### config.mk
export PLATFORM = sky130hd
export DESIGN_NAME = addaccu_seq_flat
export DESIGN_NICKNAME = d
export VERILOG_FILES = /design/src/rtl/addaccu_seq_if.sv /design/src/rtl/addaccu_seq.sv /design/src/flat_wrapper.sv
export SDC_FILE = /design/constraint.sdc
export NUM_CORES = 1
export LEC_CHECK = 0
export BUFFER_PORTS_ARGS = -buffer_cell sky130_fd_sc_hd__buf_4
export CORE_MARGIN = 2
export CORE_UTILIZATION = 45
export DETAILED_ROUTE_END_ITERATION = 7
export GPL_ROUTABILITY_DRIVEN = 0
export PLACE_DENSITY = 0.7
export SLEW_MARGIN = 20
export SYNTH_ARGS = -nofsm -noshare
export SYNTH_HDL_FRONTEND = slang
export SYNTH_SLANG_ARGS = --single-unit
### constraint.sdc
create_clock -name ck -period 3.7 [get_ports ck]
set_clock_uncertainty 0.1 [all_clocks]
set_input_delay 0.74 -clock ck [delete_from_list [all_inputs] [get_ports ck]]
set_output_delay 0.74 -clock ck [all_outputs]
set_load 0.05 [all_outputs]
### src/rtl/addaccu_seq_if.sv
// ---------------------------------------------------------------------------
// addaccu_seq_if
// Bundle of the job sequencer's handshake and datapath-drive signals.
//   start_*      : job request channel (valid/ready, operand count)
//   op_*         : operand stream channel (valid/ready, 4-bit data)
//   res_*        : result channel (valid/ready, low nibble + carry count)
//   busy         : sequencer is not idle
//   acc_sel/a/b  : drive into the 4-bit adder-accumulator datapath
//   acc_sum/carry: combinational result back from the datapath
// Modport slave is the sequencer; modport master is the requester plus
// datapath side.
// ---------------------------------------------------------------------------
interface addaccu_seq_if #(
    parameter int CNT_W = 5
);
    logic             start_valid;
    logic             start_ready;
    logic [CNT_W-1:0] start_n;
    logic             op_valid;
    logic             op_ready;
    logic [3:0]       op_data;
    logic             res_valid;
    logic             res_ready;
    logic [3:0]       res_sum;
    logic [CNT_W-1:0] res_carries;
    logic             busy;
    logic             acc_sel;
    logic [3:0]       acc_a;
    logic [3:0]       acc_b;
    logic [3:0]       acc_sum;
    logic             acc_carry;

    modport slave (
        input  start_valid, start_n, op_valid, op_data, res_ready,
               acc_sum, acc_carry,
        output start_ready, op_ready, res_valid, res_sum, res_carries,
               busy, acc_sel, acc_a, acc_b
    );

    modport master (
        output start_valid, start_n, op_valid, op_data, res_ready,
               acc_sum, acc_carry,
        input  start_ready, op_ready, res_valid, res_sum, res_carries,
               busy, acc_sel, acc_a, acc_b
    );
endinterface

### src/rtl/addaccu_seq.sv
// ---------------------------------------------------------------------------
// addaccu_seq
// Job sequencer for a 4-bit adder-accumulator datapath. Accepts a job of N
// operands, streams them into the datapath (clear on the first, accumulate on
// the rest), counts carry-outs and reports total = res_carries*16 + res_sum.
// Ports:
//   ck   : clock, all logic on posedge
//   rst  : synchronous, active-high reset
//   bus  : addaccu_seq_if.slave (start/op/res handshakes, datapath drive)
//
// state | meaning
// ------+-------------------------------------------------------------
// IDLE  | waiting for a job request (start_ready=1)
// FIRST | waiting for the first operand; its transfer clears the datapath
// ACCUM | waiting for further operands; each transfer accumulates
// DONE  | result presented (res_valid=1) until res_ready
// ---------------------------------------------------------------------------
module addaccu_seq #(
    parameter int CNT_W = 5
) (
    input  logic         ck,
    input  logic         rst,
    addaccu_seq_if.slave bus
);
    typedef enum logic [1:0] {
        IDLE  = 2'd0,
        FIRST = 2'd1,
        ACCUM = 2'd2,
        DONE  = 2'd3
    } state_t;

    state_t           state;
    logic             start_ready_q;
    logic             op_ready_q;
    logic             res_valid_q;
    logic             busy_q;
    logic [3:0]       res_sum_q;
    logic [CNT_W-1:0] res_car_q;
    logic [CNT_W-1:0] remaining;
    logic [CNT_W-1:0] carry_cnt;
    logic [CNT_W-1:0] carry_inc;
    logic             op_xfer;
    logic             acc_sel_c;
    logic [3:0]       acc_b_c;

    // op_ready_q is only ever set in FIRST/ACCUM, so it doubles as the
    // "operand phase" qualifier for the transfer.
    assign op_xfer   = op_ready_q & bus.op_valid;
    assign carry_inc = carry_cnt + {{(CNT_W-1){1'b0}}, bus.acc_carry};

    always_ff @(posedge ck) begin
        if (rst) begin
            state         <= IDLE;
            start_ready_q <= 1'b0;
            op_ready_q    <= 1'b0;
            res_valid_q   <= 1'b0;
            busy_q        <= 1'b0;
            res_sum_q     <= 4'd0;
            res_car_q     <= '0;
            remaining     <= '0;
            carry_cnt     <= '0;
        end else begin
            case (state)
                IDLE: begin
                    start_ready_q <= 1'b1;
                    if (bus.start_valid && start_ready_q) begin
                        start_ready_q <= 1'b0;
                        busy_q        <= 1'b1;
                        if (bus.start_n != '0) begin
                            remaining  <= bus.start_n;
                            carry_cnt  <= '0;
                            op_ready_q <= 1'b1;
                            state      <= FIRST;
                        end else begin
                            // Empty job: report zero without touching the datapath.
                            res_sum_q   <= 4'd0;
                            res_car_q   <= '0;
                            res_valid_q <= 1'b1;
                            state       <= DONE;
                        end
                    end
                end
                FIRST, ACCUM: begin
                    if (op_xfer) begin
                        remaining <= remaining - 1'b1;
                        carry_cnt <= carry_inc;
                        state     <= ACCUM;
                        if (remaining == {{(CNT_W-1){1'b0}}, 1'b1}) begin
                            // Datapath result of this very transfer is final.
                            res_sum_q   <= bus.acc_sum;
                            res_car_q   <= carry_inc;
                            op_ready_q  <= 1'b0;
                            res_valid_q <= 1'b1;
                            state       <= DONE;
                        end
                    end
                end
                DONE: begin
                    if (bus.res_ready) begin
                        res_valid_q   <= 1'b0;
                        busy_q        <= 1'b0;
                        start_ready_q <= 1'b1;
                        state         <= IDLE;
                    end
                end
                default: state <= IDLE;
            endcase
        end
    end

    // Hold (sel=1, b=0) unless an operand is transferring this cycle.
    always_comb begin
        acc_sel_c = 1'b1;
        acc_b_c   = 4'd0;
        if (!rst && op_xfer) begin
            acc_b_c   = bus.op_data;
            acc_sel_c = (state != FIRST);
        end
    end

    assign bus.start_ready = start_ready_q;
    assign bus.op_ready    = op_ready_q;
    assign bus.res_valid   = res_valid_q;
    assign bus.res_sum     = res_sum_q;
    assign bus.res_carries = res_car_q;
    assign bus.busy        = busy_q;
    assign bus.acc_sel     = acc_sel_c;
    assign bus.acc_a       = 4'd0;
    assign bus.acc_b       = acc_b_c;
endmodule

### src/flat_wrapper.sv
// flat-port wrapper written by rule: the top's interface ports become plain ports
module addaccu_seq_flat 
#(
    parameter int CNT_W = 5
)
  (ck, rst, bus_start_valid, bus_start_n, bus_op_valid, bus_op_data, bus_res_ready, bus_acc_sum, bus_acc_carry, bus_start_ready, bus_op_ready, bus_res_valid, bus_res_sum, bus_res_carries, bus_busy, bus_acc_sel, bus_acc_a, bus_acc_b);
  addaccu_seq_if #(.CNT_W(CNT_W)) bus_i ();
  input  logic ck;
  input  logic rst;
  input wire logic [$bits(bus_i.start_valid)-1:0] bus_start_valid;
  input wire logic [$bits(bus_i.start_n)-1:0] bus_start_n;
  input wire logic [$bits(bus_i.op_valid)-1:0] bus_op_valid;
  input wire logic [$bits(bus_i.op_data)-1:0] bus_op_data;
  input wire logic [$bits(bus_i.res_ready)-1:0] bus_res_ready;
  input wire logic [$bits(bus_i.acc_sum)-1:0] bus_acc_sum;
  input wire logic [$bits(bus_i.acc_carry)-1:0] bus_acc_carry;
  output wire logic [$bits(bus_i.start_ready)-1:0] bus_start_ready;
  output wire logic [$bits(bus_i.op_ready)-1:0] bus_op_ready;
  output wire logic [$bits(bus_i.res_valid)-1:0] bus_res_valid;
  output wire logic [$bits(bus_i.res_sum)-1:0] bus_res_sum;
  output wire logic [$bits(bus_i.res_carries)-1:0] bus_res_carries;
  output wire logic [$bits(bus_i.busy)-1:0] bus_busy;
  output wire logic [$bits(bus_i.acc_sel)-1:0] bus_acc_sel;
  output wire logic [$bits(bus_i.acc_a)-1:0] bus_acc_a;
  output wire logic [$bits(bus_i.acc_b)-1:0] bus_acc_b;
  assign bus_i.start_valid = bus_start_valid;
  assign bus_i.start_n = bus_start_n;
  assign bus_i.op_valid = bus_op_valid;
  assign bus_i.op_data = bus_op_data;
  assign bus_i.res_ready = bus_res_ready;
  assign bus_i.acc_sum = bus_acc_sum;
  assign bus_i.acc_carry = bus_acc_carry;
  assign bus_start_ready = bus_i.start_ready;
  assign bus_op_ready = bus_i.op_ready;
  assign bus_res_valid = bus_i.res_valid;
  assign bus_res_sum = bus_i.res_sum;
  assign bus_res_carries = bus_i.res_carries;
  assign bus_busy = bus_i.busy;
  assign bus_acc_sel = bus_i.acc_sel;
  assign bus_acc_a = bus_i.acc_a;
  assign bus_acc_b = bus_i.acc_b;
  addaccu_seq #(.CNT_W(CNT_W)) u_core (.ck(ck), .rst(rst), .bus(bus_i));
endmodule
==> impl_metrics.ini, run 1 <==
[timing]
finalSetupViolations = 0
fmax_mhz = 374
hold_viol_final = 0
slew_headroom = 0.516
maxSlewViolCount = 0
period_minus_slack_ns = 2.67
grt_setup_unrepaired = no
fin_tns_setup_ns = 0
period_share = 0.722
worst_pin_slew_ns = 0.723

[placed_design]
hpwl_mm = 2.77
port_buffers = 36
place_area_mm2 = 0.00175

[yosys]
ys_warn_count = 0
synth-edff-count = 0
syn_avg_cell_area_um2 = 8.38
syn_inst = 177
synth_seq_cells = 25
synth.distinct_cells = 48
yosys-top-cells-area = dfxtp_1, a21oi_1, ha_1, nand4_1, o21ai_0
synth_top_area_cell = dfxtp_1
synth_ff_type = dfxtp_1
ys_seq_area_frac = 0.337
postSynth.asyncResetShare = 0
synth_top_area_share = 0.337
netlist_area_mm2 = 0.00148

[layout]
final_cell_mix = buf_4, dfxtp_1, a21oi_1, nand4_1
syn_to_final_growth_pct = 20.0
antennaDiodeCount = 0
drive_gt1_frac = 0.232
final_common_cell = buf_4
fin_nets = 234
stdcell_area_mm2 = 0.00178

[floorplan]
core_area_mm2 = 0.00310
die_h_um = 61.4
rows = 20
start_util = 0.478
dieArea_mm2 = 0.00377
io_pins = 41
die_w_um = 61.4

[worst_setup_path]
slowest_stage = ha_1
required_ns = 3.89
critPathMaxFanout = 22
worstPathCellList = inv_1 > ha_1 > nor2_1 > or3_1 > or4_1 > a21oi_1
crit_arrival_ns = 2.86
r2r-start = u_core.state[0]$_SDFFE_PP0P_
worst-setup-path-type = reg2reg
start_kind = flip-flop
r2r_end = u_core.carry_cnt[2]$_SDFFE_PP0P_
crit_path_end_kind = flip-flop
critPathMaxStageDelay_ns = 0.73
rr_worst_depth = 6
worst-r2r-setup-slack_ns = 1.03

[clock_tree]
cts_buffers = 3
cts.sinks = 25
cts_resized = 0
cts_setup_buffers = 0
path_clk_slew_ns = 0.15
clock_path_buffers = 2
clk_latency_ns = 0.34
cts_tree = built
root_buffer = clkbuf_4
cts_hold_buf = 0
ctsHtreeMaxLevel = 1

[min_path]
worstHoldEndpoint = u_core.bus.res_carries[2]$_SDFFE_PP0P_
min-delay-start = u_core.bus.res_carries[2]$_SDFFE_PP0P_
hold_depth = 2
min_path_type = reg2reg

[route]
route.detailed.drc = 0
routed_wl_mm = 3.82
firstDrtPassIters = 4
wl_per_cell_um = 15.2
postRouteAntennaNets = 0
drt_iter0_drc = 52
vias = 1452
vias_per_cell = 5.78

[global_routing]
grt_first_pass_wirelength_mm = 6.11
grt_pass1_vias = 1416
grt.overflow.total = 0
grt_max_degree = 27
track_usage = 0.219
antenna_found_initial = 0

[pwr]
p_sw_frac = 0.514
power_switching_mw = 0.712
p_int_mw = 0.673
p_per_area_mw_per_mm2 = 778
leakagePower_nw = 0.694
power_frac_clock = 0.099
combPwrFrac = 0.624
vdd_drop_max_v = 0.000301
seq_power_share = 0.278

[run_status]
status = finished clean

[run]
max-cap-violations = 0
## metal layers
metal  share of wire  wire, um  vias up  track usage
li1                -         -      708            -
met5               0         0        -            0
met3           0.038       144        7       0.0483
met2            0.51      1970       33        0.388
met1            0.43      1630      704        0.252
met4           0.020        75        0       0.0942
## stage by stage
step / utilization / cells / power [mW] / worst slack, ns / hold slack [ns]
6_report: 0.574 / 251 / 1.38 / 1.03 / 0.393
5_1_grt: 0.574 / 251 / 1.50 / 0.872 / 0.409
4_1_cts: 0.574 / 251 / 1.38 / 1.04 / 0.392
3_5_place_dp: 0.564 / 247 / 1.25 / 1.07 / 0.372
3_3_place_gp: 0.564 / 247 / 1.20 / 1.19 / 0.370
2_1_floorplan: - / 180 / 1.06 / 1.34 / 0.353
## registers in the layout (all words and copies together) (netlist names)
signal / cells
u_core.remaining: 5
u_core.bus.res_carries: 5
u_core.bus.res_valid: 1
u_core.state: 2
u_core.bus.busy: 1
u_core.bus.res_sum: 4
u_core.carry_cnt: 5
u_core.bus.op_ready: 1
u_core.bus.start_ready: 1
## worst max-delay path, delay by kind of cell (launching register included)
family	cells	cell delay (ns)
AO/OA/AOI/OAI	1	0.13
buffers and inverters	1	0.08
adder cells (fa/ha/maj)	1	0.73
flip-flops	1	0.40
AND/OR/NAND/NOR	3	1.18
## cell type report
| cell class | count | area (um^2) |
|---|---|---|
| Clock buffer | 3 | 22.5 |
| Clock inverter | 1 | 7.51 |
| Fill cell | 308 | 1320 |
| Inverter | 7 | 26.3 |
| Multi-Input combinational cell | 134 | 891 |
| Sequential cell | 25 | 500 |
| Tap cell | 44 | 55.1 |
| Timing Repair Buffer | 37 | 278 |
## worst max-delay path by stage
stage / startpoint / endpoint / slack (ns) / depth (start not counted)
global placement: u_core.state[0]$_SDFFE_PP0P_ / u_core.carry_cnt[2]$_SDFFE_PP0P_ / 1.19 / 6
floorplan: rst / bus_acc_b[0] / 1.34 / 3
global route: u_core.state[0]$_SDFFE_PP0P_ / u_core.carry_cnt[2]$_SDFFE_PP0P_ / 0.87 / 6
detailed placement: u_core.state[0]$_SDFFE_PP0P_ / u_core.carry_cnt[2]$_SDFFE_PP0P_ / 1.07 / 6
finish: u_core.state[0]$_SDFFE_PP0P_ / u_core.carry_cnt[2]$_SDFFE_PP0P_ / 1.03 / 6
CTS: u_core.state[0]$_SDFFE_PP0P_ / u_core.carry_cnt[2]$_SDFFE_PP0P_ / 1.04 / 6
## synthesized netlist by cell type (3+ instances only)
master	number
a21oi_1	21
and2_1	4
buf_4	4
clkbuf_1	7
dfxtp_1	25
ha_1	7
inv_1	7
nand2_1	8
nand2b_1	3
nand3_1	4
nand4_1	13
nor2_1	8
nor2b_1	4
o21ai_0	8
o21ai_1	8
o31ai_1	5
or4_1	3
## kinds of logic (layout without fill, tap and decap cells)
family          after synthesis  in the layout  synth area share
compound gates               61             61             0.274
xor+xnor                      3              3            0.0177
fa+ha+maj                     7              7            0.0590
buf+inv                      21             48            0.0700
flops                        25             25             0.337
mux                           2              2            0.0143
other cells                   1              4           0.00253
simple gates                 57             57             0.225
## power groups by stage
stage	Clock [mW]	Sequential [mW]	Combinational [mW]
2_1_floorplan	0	0.433	0.625
3_3_place_gp	0	0.384	0.820
3_5_place_dp	0	0.390	0.857
4_1_cts	0.139	0.384	0.861
5_1_grt	0.155	0.393	0.949
6_report	0.136	0.385	0.864
Power figures use the tool's default switching activity.
==> inputs of run 2 (changes only) <==
ABC_AREA = 1   (was not set)
clock period = 2.65 ns   (was 3.7 ns; I/O delays follow)
==> impl_metrics.ini, run 2 <==
[pwr]
power_switching_mw = 1.14
combPwrFrac = 0.657
seq_power_share = 0.264
power_frac_clock = 0.080
vdd_drop_max_v = 0.000395
p_per_area_mw_per_mm2 = 1140
p_int_mw = 0.996
p_sw_frac = 0.533
power_mw = 2.14
leakagePower_nw = 1.02

[global_routing]
grt_max_degree = 17
grt_first_pass_wirelength_mm = 5.39
antenna_found_initial = 0
grt.overflow.total = 0
track_usage = 0.164
grt_pass1_vias = 1290

[layout]
final_cell_mix = nand2_1, nor2_1, inv_1, buf_4, dfxtp_1
antennaDiodeCount = 0
stdcell_area_mm2 = 0.00187
syn_to_final_growth_pct = 18.5
drive_gt1_frac = 0.232
fin_nets = 303
final_common_cell = nand2_1
fin_cells = 322

[worst_setup_path]
crit_arrival_ns = 1.28
crit_path_end_kind = output port
cp.depth = 5
path_common_cell = nor2_1
rr_worst_depth = 9
start_kind = flip-flop
required_ns = 2.02
worst-path-buf-inv = 2
critPathTopFamily = flip-flops
slowest_stage = dfxtp_1
worst-setup-path-type = reg2out
worstPathCellList = nand2_1 > nor2_1 > inv_1 > nor2_1 > buf_4
critPathMaxFanout = 4
critPathMaxStageDelay_ns = 0.37

[yosys]
synth_top_area_share = 0.318
synth_top_family_by_area = simple AND/OR/NAND/NOR gates
netlist_area_mm2 = 0.00158
synth_compound_area_frac = 0.0937
synth_fa_ha_area_frac = 0.0556
syn_avg_cell_area_um2 = 6.51
yosys-top-cells-area = dfxtp_1, nand2_1, nor2_1, inv_1, ha_1
synthMuxAreaShare = 0
synth-simple-area-share = 0.380
syn_inst = 242
synth-edff-count = 0
synth_most_common_cell = nand2_1
synth_top_area_cell = dfxtp_1
synth_commonest_cells = nand2_1, nor2_1, inv_1, dfxtp_1, nand3_1
yosys.area_share.xor_xnor = 0.00556
synth.distinct_cells = 21
postSynth.asyncResetShare = 0
ys_warn_count = 0
ys_seq_area_frac = 0.318
synth_ff_type = dfxtp_1
synth_seq_cells = 25

[run_status]
status = finished clean

[timing]
fmax_mhz = 524
maxSlewViolCount = 0
period_minus_slack_ns = 1.91
finalSetupViolations = 0
period_share = 0.720
grt_setup_unrepaired = no
fin_tns_setup_ns = 0
hold_viol_final = 0
hold_slack_ns = 0.369

[placed_design]
place_area_mm2 = 0.00184
dp_cells = 318
port_buffers = 36
hpwl_mm = 2.37

[route]
dr_wl_met2_mm = 1.34
vias_per_cell = 4.52
routed_wl_mm = 3.03
top_layer_used = met4
met1_length_mm = 1.50
dr_wl_met3_um = 158
wl_per_cell_um = 9.40
route.detailed.drc = 0
vias = 1455
drt_iter0_drc = 60
firstDrtPassIters = 4
postRouteAntennaNets = 0

[clock_tree]
clock_path_buffers = 2
ctsHtreeMaxLevel = 1
path_clk_slew_ns = 0.13
cts_setup_buffers = 0
cts_resized = 0
clk_latency_ns = 0.31
cts_buffers = 3
cts_tree = built
root_buffer = clkbuf_4
cts.sinks = 25
cts_hold_buf = 0

[floorplan]
dieArea_mm2 = 0.00399
die_w_um = 63.2
io_pins = 41
core_area_mm2 = 0.00334
start_util = 0.472
rows = 21
die_h_um = 63.2

[min_path]
min_path_type = in2reg
hold_depth = 2

[run]
max-cap-violations = 0
-- run 2: cell count changes in the layout (fill, tap and decap cells not counted), sizes merged, moves of 8 or more --
cell,change
a21oi,-8
inv,+32
nand2,+63
nand3,+13
nand4,-11
nor2,+38
-- run 2: cells by family (layout without fill, tap and decap cells) --
group	after synthesis	count (layout)
flops	25	25
fa+ha+maj	7	7
simple gates	136	136
xor+xnor	1	1
buf+inv	49	80
other cells	1	4
compound gates	23	23
-- run 2: stage by stage --
step	util	setup slack (ns)
2_1_floorplan	-	0.405
3_3_place_gp	0.552	0.799
3_5_place_dp	0.552	0.784
4_1_cts	0.559	0.712
5_1_grt	0.559	0.562
6_report	0.559	0.743
-- run 2: routing by layer --
layer / track usage / vias up
met5: 0 / -
met4: 0.0583 / 0
met3: 0.0304 / 4
met2: 0.266 / 35
met1: 0.219 / 622
li1: - / 794
-- run 2: power groups by stage --
stage | logic (mW) | clock network, mW | registers (mW)
finish | 1.40 | 0.170 | 0.563
global route | 1.59 | 0.200 | 0.581
global placement | 1.40 | 0 | 0.573
detailed placement | 1.41 | 0 | 0.572
CTS | 1.42 | 0.180 | 0.563
floorplan | 1.02 | 0 | 0.714
-- run 2: worst paths after layout --
kind | slack, ns | from | to
worst min-delay path | 0.37 | rst | u_core.remaining[0]$_SDFFE_PP0P_
worst min register to register | 0.38 | u_core.bus.busy$_SDFFE_PP0P_ | u_core.bus.busy$_SDFFE_PP0P_
worst max-delay path | 0.74 | u_core.bus.op_ready$_SDFFE_PP0P_ | bus_acc_b[2]
worst max register to register | 0.79 | u_core.state[0]$_SDFFE_PP0P_ | u_core.bus.res_carries[3]$_SDFFE_PP0P_
-- run 2: worst reg2reg max path, cell delays in order, from the launching register on --
cell,delay (ns)
dfxtp_1,0.40
inv_1,0.06
ha_1,0.42
nand2_1,0.16
nand2_4,0.08
a21oi_4,0.19
nand2_4,0.16
nand2_1,0.09
nand2_1,0.04
nor2_1,0.11
-- run 2: layout make-up --
| class | count | area (um^2) |
|---|---|---|
| well taps | 46 | 57.6 |
| inverters | 39 | 146 |
| multi-input cells | 171 | 858 |
| flip-flops and latches | 25 | 500 |
| repair buffers | 37 | 278 |
| clock buffers | 4 | 26.3 |
| fillers | 347 | 1470 |
==> inputs of run 3 (changes only) <==
PLACE_DENSITY = 0.72   (was 0.7)
clock period = 1.7 ns   (was 2.65 ns; I/O delays follow)
==> impl_metrics.ini, run 3 (synthesized netlist as in run 2, its figures left out) <==
[run_status]
status = finished clean

[route]
vias = 1556
routed_wl_mm = 3.63
drt_iter0_drc = 58
postRouteAntennaNets = 0
firstDrtPassIters = 4
route.detailed.drc = 0
wl_per_cell_um = 10.9
vias_per_cell = 4.69

[layout]
stdcell_area_mm2 = 0.00207
final_util = 0.619
drive_gt1_frac = 0.336
final_common_cell = nand2_1
n_fill_cell = 325
antennaDiodeCount = 0
syn_to_final_growth_pct = 31.2
final_cell_mix = nand2_1, nor2_1, buf_4, inv_1, dfxtp_1
fin_nets = 313

[global_routing]
grt_max_degree = 20
grt_first_pass_wirelength_mm = 6.00
antenna_found_initial = 0
grt_pass1_vias = 1395
grt.overflow.total = 0
track_usage = 0.186

[floorplan]
die_h_um = 63.2
dieArea_mm2 = 0.00399
start_util = 0.472
core_area_mm2 = 0.00334
die_w_um = 63.2
io_pins = 41
rows = 21

[worst_setup_path]
slowest_stage = dfxtp_2
crit_arrival_ns = 1.25
start_kind = flip-flop
worstPathCellList = nand2_2 > nor2_4 > inv_4 > nor2_4 > buf_6
r2r-start = u_core.state[1]$_SDFFE_PP0P_
path_common_cell = nor2_4
required_ns = 1.26
worst-path-buf-inv = 2
critPathMaxStageDelay_ns = 0.37
worst-r2r-setup-slack_ns = 0.13
critPathTopFamily = flip-flops
crit_path_end_kind = output port
rr_worst_depth = 8
worst-setup-path-type = reg2out
critPathMaxFanout = 4
r2r_end = u_core.bus.op_ready$_SDFFE_PP0P_

[timing]
finalSetupViolations = 0
period_minus_slack_ns = 1.69
fmax_mhz = 591
maxSlewViolCount = 0
hold_viol_final = 0
period_share = 0.996
grt_setup_unrepaired = yes

[clock_tree]
ctsHtreeMaxLevel = 1
cts_buffers = 3
cts_hold_buf = 0
path_clk_slew_ns = 0.14
clk_latency_ns = 0.33
clock_path_buffers = 2
cts.sinks = 25
cts_tree = built
root_buffer = clkbuf_4

[placed_design]
hpwl_mm = 2.49
port_buffers = 36
place_area_mm2 = 0.00192

[min_path]
min_path_type = in2reg
min-delay-start = bus_acc_sum[2]
worstHoldEndpoint = u_core.bus.res_sum[2]$_SDFFE_PP0P_
hold_depth = 5

[pwr]
leakagePower_nw = 1.08
p_per_area_mw_per_mm2 = 1840
vdd_drop_max_v = 0.000700

[run]
max-cap-violations = 0
## run 3: cell type report
cell class | instances | area, um^2 | area share
Multi-Input combinational cell | 172 | 935 | 0.452
Sequential cell | 25 | 507 | 0.245
Timing Repair Buffer | 46 | 393 | 0.190
Inverter | 39 | 149 | 0.0720
Tap cell | 46 | 57.6 | 0.0278
Clock buffer | 4 | 26.3 | 0.0127
## run 3: worst max path at each step
stage,startpoint,endpoint,slack (ns),cells past startpoint
floorplan,u_core.bus.start_ready$_SDFFE_PP0P_,u_core.bus.res_carries[3]$_SDFFE_PP0P_,0.03,8
global placement,u_core.state[1]$_SDFFE_PP0P_,u_core.bus.res_carries[4]$_SDFFE_PP0P_,0.05,9
detailed placement,u_core.state[1]$_SDFFE_PP0P_,u_core.bus.res_carries[4]$_SDFFE_PP0P_,-0.005,9
CTS,u_core.bus.op_ready$_SDFFE_PP0P_,bus_acc_b[3],-0.009,5
global route,u_core.bus.op_ready$_SDFFE_PP0P_,bus_acc_b[0],-0.06,5
finish,u_core.bus.op_ready$_SDFFE_PP0P_,bus_acc_b[0],0.007,5
## run 3: where the power goes
group | switching (mW) | internal, mW | leakage [nW] | total (mW)
sequential | 0.131 | 0.769 | 0.206 | 0.900
combinational | 1.64 | 0.985 | 0.861 | 2.62
clock | 0.187 | 0.0921 | 0.0150 | 0.279
total | 1.95 | 1.85 | 1.08 | 3.80
## run 3: timing repair
action,CTS,global route
setup endpoints to repair,6,27
setup buffers,0,4
resized for setup,7,19
cloned,1,0
pin swaps,1,6
## run 3: worst reg2reg max path, stage by stage, from the launching register on
cell     delay, ns
dfxtp_2       0.37
inv_2         0.05
ha_4          0.28
buf_12        0.12
nand2_2       0.08
nand2_2       0.10
buf_4         0.15
nand3_1       0.09
a21oi_1       0.17
## run 3: through the flow
step | total power, mW | setup slack (ns) | setup TNS (ns) | std cells | hold WS, ns
3_5_place_dp | 3.21 | -0.00451 | -0.00451 | 323 | 0.358
2_1_floorplan | 2.72 | 0.0334 | 0 | 245 | 0.344
3_3_place_gp | 3.18 | 0.0498 | 0 | 323 | 0.355
4_1_cts | 3.53 | -0.00881 | -0.00881 | 328 | 0.207
6_report | 3.80 | 0.00678 | 0 | 332 | 0.209
5_1_grt | 4.15 | -0.0627 | -0.235 | 332 | 0.213
## run 3: per-layer routing
| layer | vias up | track usage | wire length [um] |
|---|---|---|---|
| li1 | 814 | - | - |
| met2 | 40 | 0.299 | 1650 |
| met1 | 695 | 0.244 | 1730 |
| met5 | - | 0 | 0 |
| met3 | 7 | 0.0375 | 199 |
| met4 | 0 | 0.0722 | 56 |
